**src/rtl/number_scheduler.sv**
```systemverilog
// Converts a binary value to four BCD digits once per frame and, per pixel,
// steers the single-digit renderer to the active slot with leading-zero blanking.
module number_scheduler #(
   parameter int X_POS = 100,
   parameter int Y_POS = 40,
   parameter int NUM_W = 21,
   parameter int NUM_H = 23,
   parameter int GAP   = 3
) (
   input  logic        clk,
   input  logic        clr,
   input  logic        frame_start,
   input  logic [13:0] value,
   input  logic [9:0]  x_px,
   input  logic [9:0]  y_px,
   output logic [9:0]  x_numbers,
   output logic [9:0]  y_numbers,
   output logic [3:0]  number,
   output logic        digit_en,
   output logic        busy,
   output logic        done
);

   localparam int PITCH = NUM_W + GAP;
   localparam logic [9:0] Y_LO = 10'(Y_POS);
   localparam logic [9:0] Y_HI = 10'(Y_POS + NUM_H);

   typedef enum logic [1:0] {IDLE, CONVERT, COMMIT} state_t;

   state_t      state, state_nxt;
   logic [13:0] bin_p0;
   logic [15:0] bcd_p0;
   logic [3:0]  cnt;
   logic        pending;
   logic [15:0] digits;
   logic        load;

   function automatic logic [13:0] clamp(input logic [13:0] v);
      return (v > 14'd9999) ? 14'd9999 : v;
   endfunction

   // One double-dabble iteration: correct each nibble, then shift {bcd,bin} left.
   function automatic logic [29:0] dabble(input logic [15:0] bcd, input logic [13:0] bin);
      logic [15:0] adj;
      for (int n = 0; n < 4; n++) begin
         adj[n*4 +: 4] = (bcd[n*4 +: 4] >= 4'd5) ? bcd[n*4 +: 4] + 4'd3 : bcd[n*4 +: 4];
      end
      return {adj[14:0], bin, 1'b0};
   endfunction

   always_comb begin
      state_nxt = state;
      load      = 1'b0;
      case (state)
         IDLE: begin
            if (frame_start) begin
               state_nxt = CONVERT;
               load      = 1'b1;
            end
         end
         CONVERT: begin
            if (cnt == 4'd13) state_nxt = COMMIT;
         end
         COMMIT: begin
            if (pending || frame_start) begin
               state_nxt = CONVERT;
               load      = 1'b1;
            end else begin
               state_nxt = IDLE;
            end
         end
         default: state_nxt = IDLE;
      endcase
   end

   // Conversion stage: shift registers, request tracking, digit commit
   always_ff @(posedge clk) begin
      if (clr) begin
         state   <= IDLE;
         pending <= 1'b0;
         bin_p0  <= '0;
         bcd_p0  <= '0;
         cnt     <= '0;
         digits  <= '0;
         busy    <= 1'b0;
         done    <= 1'b0;
      end else begin
         state <= state_nxt;
         busy  <= (state != IDLE);
         done  <= (state == COMMIT);
         if (load) begin
            bin_p0 <= clamp(value);
            bcd_p0 <= '0;
            cnt    <= '0;
         end else if (state == CONVERT) begin
            {bcd_p0, bin_p0} <= dabble(bcd_p0, bin_p0);
            cnt              <= cnt + 4'd1;
         end
         if (state == COMMIT) digits <= bcd_p0;
         if (state == COMMIT)
            pending <= 1'b0;
         else if (state == CONVERT && frame_start)
            pending <= 1'b1;
      end
   end

   logic       hit;
   logic [1:0] hit_s;
   logic [9:0] slot_x;
   logic [3:0] slot_num;
   logic [3:0] blank;
   logic       y_in;

   always_comb begin
      hit    = 1'b0;
      hit_s  = 2'd0;
      slot_x = 10'(X_POS);
      for (int s = 0; s < 4; s++) begin
         if (x_px >= 10'(X_POS + s*PITCH) && x_px < 10'(X_POS + s*PITCH + NUM_W)) begin
            hit    = 1'b1;
            hit_s  = 2'(s);
            slot_x = 10'(X_POS + s*PITCH);
         end
      end
      // Slot 0 shows D3 (thousands); a slot blanks only if it and everything left are zero.
      blank[0] = (digits[15:12] == 4'd0);
      blank[1] = blank[0] && (digits[11:8] == 4'd0);
      blank[2] = blank[1] && (digits[7:4] == 4'd0);
      blank[3] = 1'b0;
      case (hit_s)
         2'd0:    slot_num = digits[15:12];
         2'd1:    slot_num = digits[11:8];
         2'd2:    slot_num = digits[7:4];
         default: slot_num = digits[3:0];
      endcase
      y_in = (y_px >= Y_LO) && (y_px < Y_HI);
   end

   // Slot-select output stage: one cycle behind x_px/y_px
   always_ff @(posedge clk) begin
      if (clr) begin
         x_numbers <= 10'(X_POS);
         number    <= 4'd0;
         digit_en  <= 1'b0;
      end else begin
         x_numbers <= hit ? slot_x : 10'(X_POS);
         number    <= hit ? slot_num : 4'd0;
         digit_en  <= hit && y_in && !blank[hit_s];
      end
   end

   assign y_numbers = 10'(Y_POS);

endmodule

```
**config.mk**
```make
export PLATFORM = sky130hd
export DESIGN_NAME = number_scheduler
export DESIGN_NICKNAME = d
export VERILOG_FILES = /design/src/rtl/number_scheduler.sv
export SDC_FILE = /design/constraint.sdc
export NUM_CORES = 1
export LEC_CHECK = 0
export CAP_MARGIN = 10
export CORE_MARGIN = 5
export CORE_UTILIZATION = 50
export DETAILED_ROUTE_END_ITERATION = 7
export PLACE_DENSITY = 0.85
export SYNTH_ARGS = -nofsm -noshare
export SYNTH_HDL_FRONTEND = slang
export SYNTH_SLANG_ARGS = --single-unit
```
**constraint.sdc**
```tcl
create_clock -name clk -period 2.15 [get_ports clk]
set_input_delay 0.215 -clock clk [delete_from_list [all_inputs] [get_ports clk]]
set_output_delay 0.215 -clock clk [all_outputs]
set_load 0.1 [all_outputs]
```
# Word level (Yosys, flattened, before mapping)
# Index checks and enable logic that the tools add are counted.
[totals] register_bits=70 out_inout_bits=27 elab_cells=94
[op_classes] addsub=5 order_cmp=16 n_eq_ne=7 n_mux=27 bitwise_logic=1 n_reduce_logical=25
[ops] op="14-bit 2-to-1 mux" count=3
[ops] op="10-bit by 8-bit < comparator with 1-bit output (second input constant)" count=3
[ops] op="10-bit by 7-bit >= comparator with 1-bit output (second input constant)" count=2
[ops] op="10-bit by 8-bit >= comparator with 1-bit output (second input constant)" count=2
[ops] op="4-bit by 3-bit >= comparator with 1-bit output (second input constant)" count=4
[ops] op="8-bit 2-to-1 mux" count=2
[ops] op="14-bit > comparator (second input constant)" count=1
[ops] op="4-bit by 2-bit adder with 4-bit output (second input constant)" count=3
[ops] op="4-bit zero test" count=3
[ops] op="4-bit 2-to-1 mux" count=3
[ops] op="4-bit case mux with 3 select lines" count=1
[ops] op="10-bit by 6-bit >= comparator with 1-bit output (second input constant)" count=1
[ops] op="1-bit logical AND" count=10
[ops] op="10-bit by 6-bit < comparator with 1-bit output (second input constant)" count=1
[ops] op="10-bit by 7-bit < comparator with 1-bit output (second input constant)" count=1
[ops] op="1-bit 2-to-1 mux" count=9
[ops] op="2-bit 2-to-1 mux" count=4
[ops] op="2-bit case mux with 3 select lines" count=1
[ops] op="2-bit OR reduction" count=3
[ops] op="5-bit 2-to-1 mux" count=1
[ops] op="4-bit by 1-bit adder with 4-bit output (second input constant)" count=1
[ops] op="2-bit by 1-bit == test with 1-bit output (second input constant)" count=2
[ops] op="2-bit == test (second input constant)" count=2
[ops] op="4-bit == test (second input constant)" count=1
[ops] op="14 further kinds" count=17

# Depth between registers and ports, before layout
# Gate-level depths: netlist (run 1).
[logic_depth] word_depth=9 mapped_depth=8 ltp_nobuf=8

# Worst setup path after synthesis (run 1)
# Ideal clock, no wire load.
[synth_path] path_kind="input to register" start="in x_px[5]" end="reg number[0]" setup_ns=0.073 arrival_time_ns=1.480 setup_slack_ns=0.597 stages=7 path_cell_list="or4b_1 > o22ai_2 > and3_1 > buf_6 > nor2_4 > a31oi_4 > nor3b_2"
[synth_via] elab_chain_len=8
[synth_lines] element="start: declaration" line="14" rtl="input logic [9:0] x_px,"
[synth_lines] element="branches (longest 8 deep; another with 10-bit by 7-bit >= comparator with 1-bit output)"
[synth_lines] element="end signal: assignment" line="147" rtl="number <= hit ? slot_num : 4'd0;"
[synth_lines] element="end: declaration" line="18" rtl="output logic [3:0] number,"
# Parallel ways; which one is timed is not known.
# A chain may end at the register's enable or synchronous reset.

# Worst setup path after layout (run 1)
[layout_path] start="in x_px[1]" end="reg number[2]"
# Same word-level chain as after synthesis.

==> flow_summary.ini, run 1 <==
[run_status]
status = completed

[global_routing]
overflow = 0
grt_use_total_pct = 18.0
grt_pass1_wl_um = 11100
grt_antenna_before_repair = 0
grt_start_max_net_pins = 31
grt_pass1_vias = 2544

[clock_network]
root_buffer = clkbuf_8
htreeDepth = 3
clkLatencyLatePin_ns = 0.33
cts_setup_buffers = 0
clkSlewWorstSetupHoldPaths_ns = 0.06
postCtsHoldBufs = 0
cts_tree = yes
clock-sinks = 65
cts-buffers-inserted = 9
ctsLongestPathBuffers = 2
ctsResizeCount = 0

[synth]
syn_inst = 360
synthFlopType = dfxtp_1
ys_seq_area_share_pct = 42.4
synth_cell_types = 49
syn_avg_cell_area_sq_um = 8.52
synth-seq-cells = 65
netlist_area_sq_mm = 0.00307
synth_edf_count = 0
yosys_warnings = 0
synth.area.top_cells = dfxtp_1 42%, a21oi_1 6.2%, nand2_1 4.9%
yosys.area.top_type = dfxtp_1
synth_top_area_share_pct = 42.4
ys_async_sr_fraction_pct = 0

[setup_path]
worstReg2RegEnd = bcd_p0[2]
reg2reg_depth = 8
critPathTopFamily = simple AND/OR/NAND/NOR gates
slowest_delay_ns = 0.54
cp-startpoint = x_px[1]
cp-endpoint = number[2]
crit_chain = clkdlybuf4s50_1 -> or4b_1 -> o22ai_2 -> and3_1 -> nor2_4 -> a31oi_4 -> nor3b_2
cp_slowest_cell = or4b_1
critical_path_depth = 7
crit_required_ns = 2.40
endpoint_kind = register
crit_type = input port to register
critPathMaxFanout = 6
r2r_start = bcd_p0[1]
critPathLaunchType = input port
crit_arrival_ns = 2.10
path_buf_inv = 1
r2r_setup_slack_ns = 0.60

[power]
peakVddDrop_v = 0.000413
power.density_mw_per_mm2 = 713
cell_internal_pwr_mw = 2.02
power_frac_clock_pct = 39.3
p_sw_share_pct = 25.8
p_switching_uw = 704
p_comb_share_pct = 14.6
p_leak_nw = 1.47
seqPwrFrac_pct = 46.0
total_power_mw = 2.73

[timing]
final.period_utilization_pct = 85.7
finalClockSkew_ns = 0.00705
max_freq_ghz = 0.543
setup_tns_ns = 0
timing.final.hold_violations = 0
setup_viol_count_final = 0
setup_ws_ns = 0.308
slew_viol_final = 0
finalWorstPathRequiredPeriod_ns = 1.84
rsz0062_at_grt = no

[final_layout]
fin_nets = 463
instances_no_fill = 495
syn_to_final_growth_pct = 24.8
final_common_cell = dfxtp_1
antennaDiodeCount = 0
fillers = 478
final_cell_mix = 65 x dfxtp_1, 40 x nand2_1, 38 x a21oi_1, 36 x nor2_1, 36 x clkdlybuf4s50_1
drive_above_1_share_pct = 12.6

[place]
placedCellCount = 479
port_buffers = 48
dp_slack_ns = -0.0610
place_congestion = 0.877
hpwl_um = 4990

[routing]
routed_wirelength_um = 6810
drtIter0Drc = 183
via_count = 2705
ant_nets = 0
wl_per_cell_um = 13.8
via_per_inst = 5.46
drc = 0
drt_pass1_iterations = 4

[run]
max-cap-violations = 0

[min_path]
hold_class = register to register

[floorplanning]
die_x_um = 88.3
die_h_um = 88.3
dieArea_sq_mm = 0.00780
row_count = 28
initial_core_util_pct = 51.5
ios = 64
core_sq_mm = 0.00596
## cell usage after synthesis, types with 2 or more instances
library cell	instances
a21oi_1	38
a221o_1	4
a22o_1	16
a22oi_1	3
a311oi_1	6
and3_1	4
buf_1	3
buf_4	15
clkbuf_1	12
conb_1	2
dfxtp_1	65
ha_1	10
inv_1	11
nand2_1	40
nand2b_1	7
nand3_1	8
nand4_1	3
nor2_1	36
nor3_1	12
nor3b_2	4
nor4_1	10
nor4b_1	2
o211ai_1	3
o21a_1	2
o21ai_0	12
xnor2_1	4
xor2_1	6
## final cells by class
cell class	instances	area, sq um	area share, %
clock buffer	13	179	4.68
clock inverter	2	35.0	0.916
inverter	12	45.0	1.18
multi-input combinational	264	1590	41.5
sequential	65	1300	34.0
tap	75	93.8	2.45
timing repair buffer	64	583	15.2
## how the worst min path moves through the flow
stage                            from          to  slack (ns)  depth (start not counted)
final                      bin_p0[13]   bcd_p0[0]        0.46                          2
after global routing       bin_p0[10]  bin_p0[11]        0.48                          2
after CTS                  bin_p0[10]  bin_p0[11]        0.46                          2
after detailed placement   bin_p0[13]   bcd_p0[0]        0.45                          2
after global placement     bin_p0[11]  bin_p0[12]        0.44                          2
after floorplan           frame_start     pending        0.37                          2
## power by group through the flow
stage                     logic (mW)  registers, mW  clock network (mW)
after floorplan                0.267           1.30                   0
after global placement         0.390           1.28                   0
after detailed placement       0.396           1.28                   0
after CTS                      0.397           1.26                1.09
after global routing           0.425           1.26                1.14
final                          0.399           1.26                1.07
## logic make-up after synthesis
| logic type | synth area share (%) |
|---|---|
| mux | 0.327 |
| buf+inv | 7.51 |
| compound gates | 20.2 |
| fa+ha+maj | 4.08 |
| simple gates | 22.4 |
| flops | 42.4 |
| other cells | 0.245 |
| xor+xnor | 2.86 |
## metal layers
metal	vias to the layer above	wire length (um)	track usage, %
li1	1358	-	-
met1	1238	2940	21.2
met2	90	3180	30.6
met3	19	503	4.38
met4	0	193	8.52
met5	-	0	0
## state kept, by name, indices dropped and copies added, names as in the netlist
name	flops
number	4
pending	1
bcd_p0	16
busy	1
digits	16
done	1
cnt	4
bin_p0	14
state	2
x_numbers	5
digit_en	1
## per-stage QoR
step	instance area, sq um	hold slack [ns]	util (%)
after global routing	3820	0.482	64.2
final	3820	0.456	64.2
after detailed placement	3600	0.447	60.5
after global placement	3600	0.442	60.5
after CTS	3820	0.462	64.1
after floorplan	3110	0.374	-
## worst min-delay path: stages, from the launching register on
cell     delay (ns)
dfxtp_1        0.31
nand2_1        0.05
a21oi_1        0.05
Note: power is estimated with default switching activity, not from simulation.
==> inputs of run 2 (changes only) <==
==> constraint.sdc (replaced) <==
create_clock -name clk -period 2.15 [get_ports clk]
set_input_delay 0.215 -clock clk [delete_from_list [all_inputs] [get_ports clk]]
set_output_delay 0.215 -clock clk [all_outputs]
set_load 0.005 [all_outputs]
==> flow_summary.ini, run 2 (synthesis results as in run 1) <==
[floorplanning]
dieArea_sq_mm = 0.00780
row_count = 28
die_h_um = 88.3
core_sq_mm = 0.00596
ios = 64
initial_core_util_pct = 51.5
die_x_um = 88.3

[timing]
finalWorstPathRequiredPeriod_ns = 1.83
setup_ws_ns = 0.323
max_freq_ghz = 0.547
slew_viol_final = 0
setup_tns_ns = 0
final.period_utilization_pct = 85.0
rsz0062_at_grt = no
timing.final.hold_violations = 0
finalClockSkew_ns = 0.00698
setup_viol_count_final = 0
hold_ws_ns = 0.459

[setup_path]
endpoint_kind = register
reg2reg_depth = 7
critPathMaxFanout = 8
critPathLaunchType = input port
r2r_setup_slack_ns = 0.53
r2r_start = bcd_p0[5]
crit_type = input port to register
crit_required_ns = 2.37
crit_arrival_ns = 2.05
worstReg2RegEnd = bcd_p0[5]

[place]
place_congestion = 0.879
placedCellCount = 480
hpwl_um = 4850
port_buffers = 48
place_area_sq_mm = 0.00363
dp_slack_ns = 0.00403

[final_layout]
instances_no_fill = 497
seqCellArea_sq_mm = 0.00130
fin_util_pct = 64.6
drive_above_1_share_pct = 9.95
largestRegisters = bcd_p0 (16), digits (16), bin_p0 (14)
antennaDiodeCount = 0
final_common_cell = dfxtp_1
stdcell_area_sq_mm = 0.00385
fillers = 495
syn_to_final_growth_pct = 25.5
fin_nets = 464
multi_input_area_sq_mm = 0.00159
final_cell_mix = 65 x dfxtp_1, 48 x clkdlybuf4s50_1, 40 x nand2_1, 38 x a21oi_1, 36 x nor2_1

[min_path]
min_from = bin_p0[13]
min_to = bcd_p0[0]
hold_class = register to register
whs_path_depth = 2

[power]
p_switching_uw = 595
seqPwrFrac_pct = 48.1
power.density_mw_per_mm2 = 679
p_comb_share_pct = 10.4
power_frac_clock_pct = 41.5
cell_internal_pwr_mw = 2.01
p_leak_nw = 1.44
peakVddDrop_v = 0.000440
total_power_mw = 2.61
p_sw_share_pct = 22.8

[clock_network]
cts-buffers-inserted = 9
cts_setup_buffers = 0
root_buffer = clkbuf_8
clkLatencyLatePin_ns = 0.34
clkSlewWorstSetupHoldPaths_ns = 0.07
ctsLongestPathBuffers = 2
clock-sinks = 65
htreeDepth = 3
ctsResizeCount = 0
postCtsHoldBufs = 0
cts_tree = yes

[routing]
wl_per_cell_um = 13.3
via_per_inst = 5.38
via_count = 2675
ant_nets = 0
drt_pass1_iterations = 4
drc = 0
drtIter0Drc = 226
routed_wirelength_um = 6630

[run]
max-cap-violations = 0

[global_routing]
grt_pass1_vias = 2567
grt_pass1_wl_um = 11200
grt_start_max_net_pins = 26
grt_use_total_pct = 18.1
grt_antenna_before_repair = 0
overflow = 0

[run_status]
status = completed
## run 2: cell count changes in the layout (fill, tap and decap cells not counted), sizes merged
cell | previous run | this run
buf | 28 | 17
bufinv | 1 | 2
clkbuf | 13 | 10
clkdlybuf4s50 | 36 | 48
clkinv | 1 | 3
clkinvlp | 0 | 1
## run 2: final cells by class
cell class | instances | share of cell area (%)
Tap cell | 75 | 2.44
Sequential cell | 65 | 33.8
Inverter | 12 | 1.17
Timing Repair Buffer | 65 | 15.8
Clock inverter | 6 | 2.15
Multi-Input combinational cell | 264 | 41.3
Clock buffer | 10 | 3.32
## run 2: routing by layer
metal | vias up | share of wire (%) | global-route usage (%)
li1 | 1367 | - | -
met1 | 1211 | 44 | 21.9
met2 | 87 | 45 | 30.0
met3 | 10 | 8.2 | 4.75
met4 | 0 | 2.2 | 8.79
met5 | - | 0 | 0
## run 2: power groups by stage
stage               clock network (mW)  registers [mW]  logic (mW)
floorplan                            0            1.28       0.158
global placement                     0            1.28       0.262
detailed placement                   0            1.28       0.267
CTS                               1.11            1.25       0.269
global route                      1.16            1.26       0.299
finish                            1.08            1.25       0.272
## run 2: worst max-delay path by stage
stage | start | to | slack (ns) | cells after the start
finish | x_px[6] | number[3] | 0.32 | 7
global route | x_px[6] | number[3] | 0.20 | 7
CTS | state[0] | digits[11] | 0.35 | 3
detailed placement | x_px[5] | number[3] | 0.004 | 7
global placement | x_px[5] | number[1] | 0.06 | 7
floorplan | x_px[5] | number[0] | 0.60 | 7
## run 2: worst max-delay path, cell delays in order
cell and delay [ns]:
clkdlybuf4s50_1 0.42, buf_4 0.15, nor4b_1 0.42, and3_1 0.41, nor2_1 0.15, a21oi_1 0.22, nor3b_2 0.07
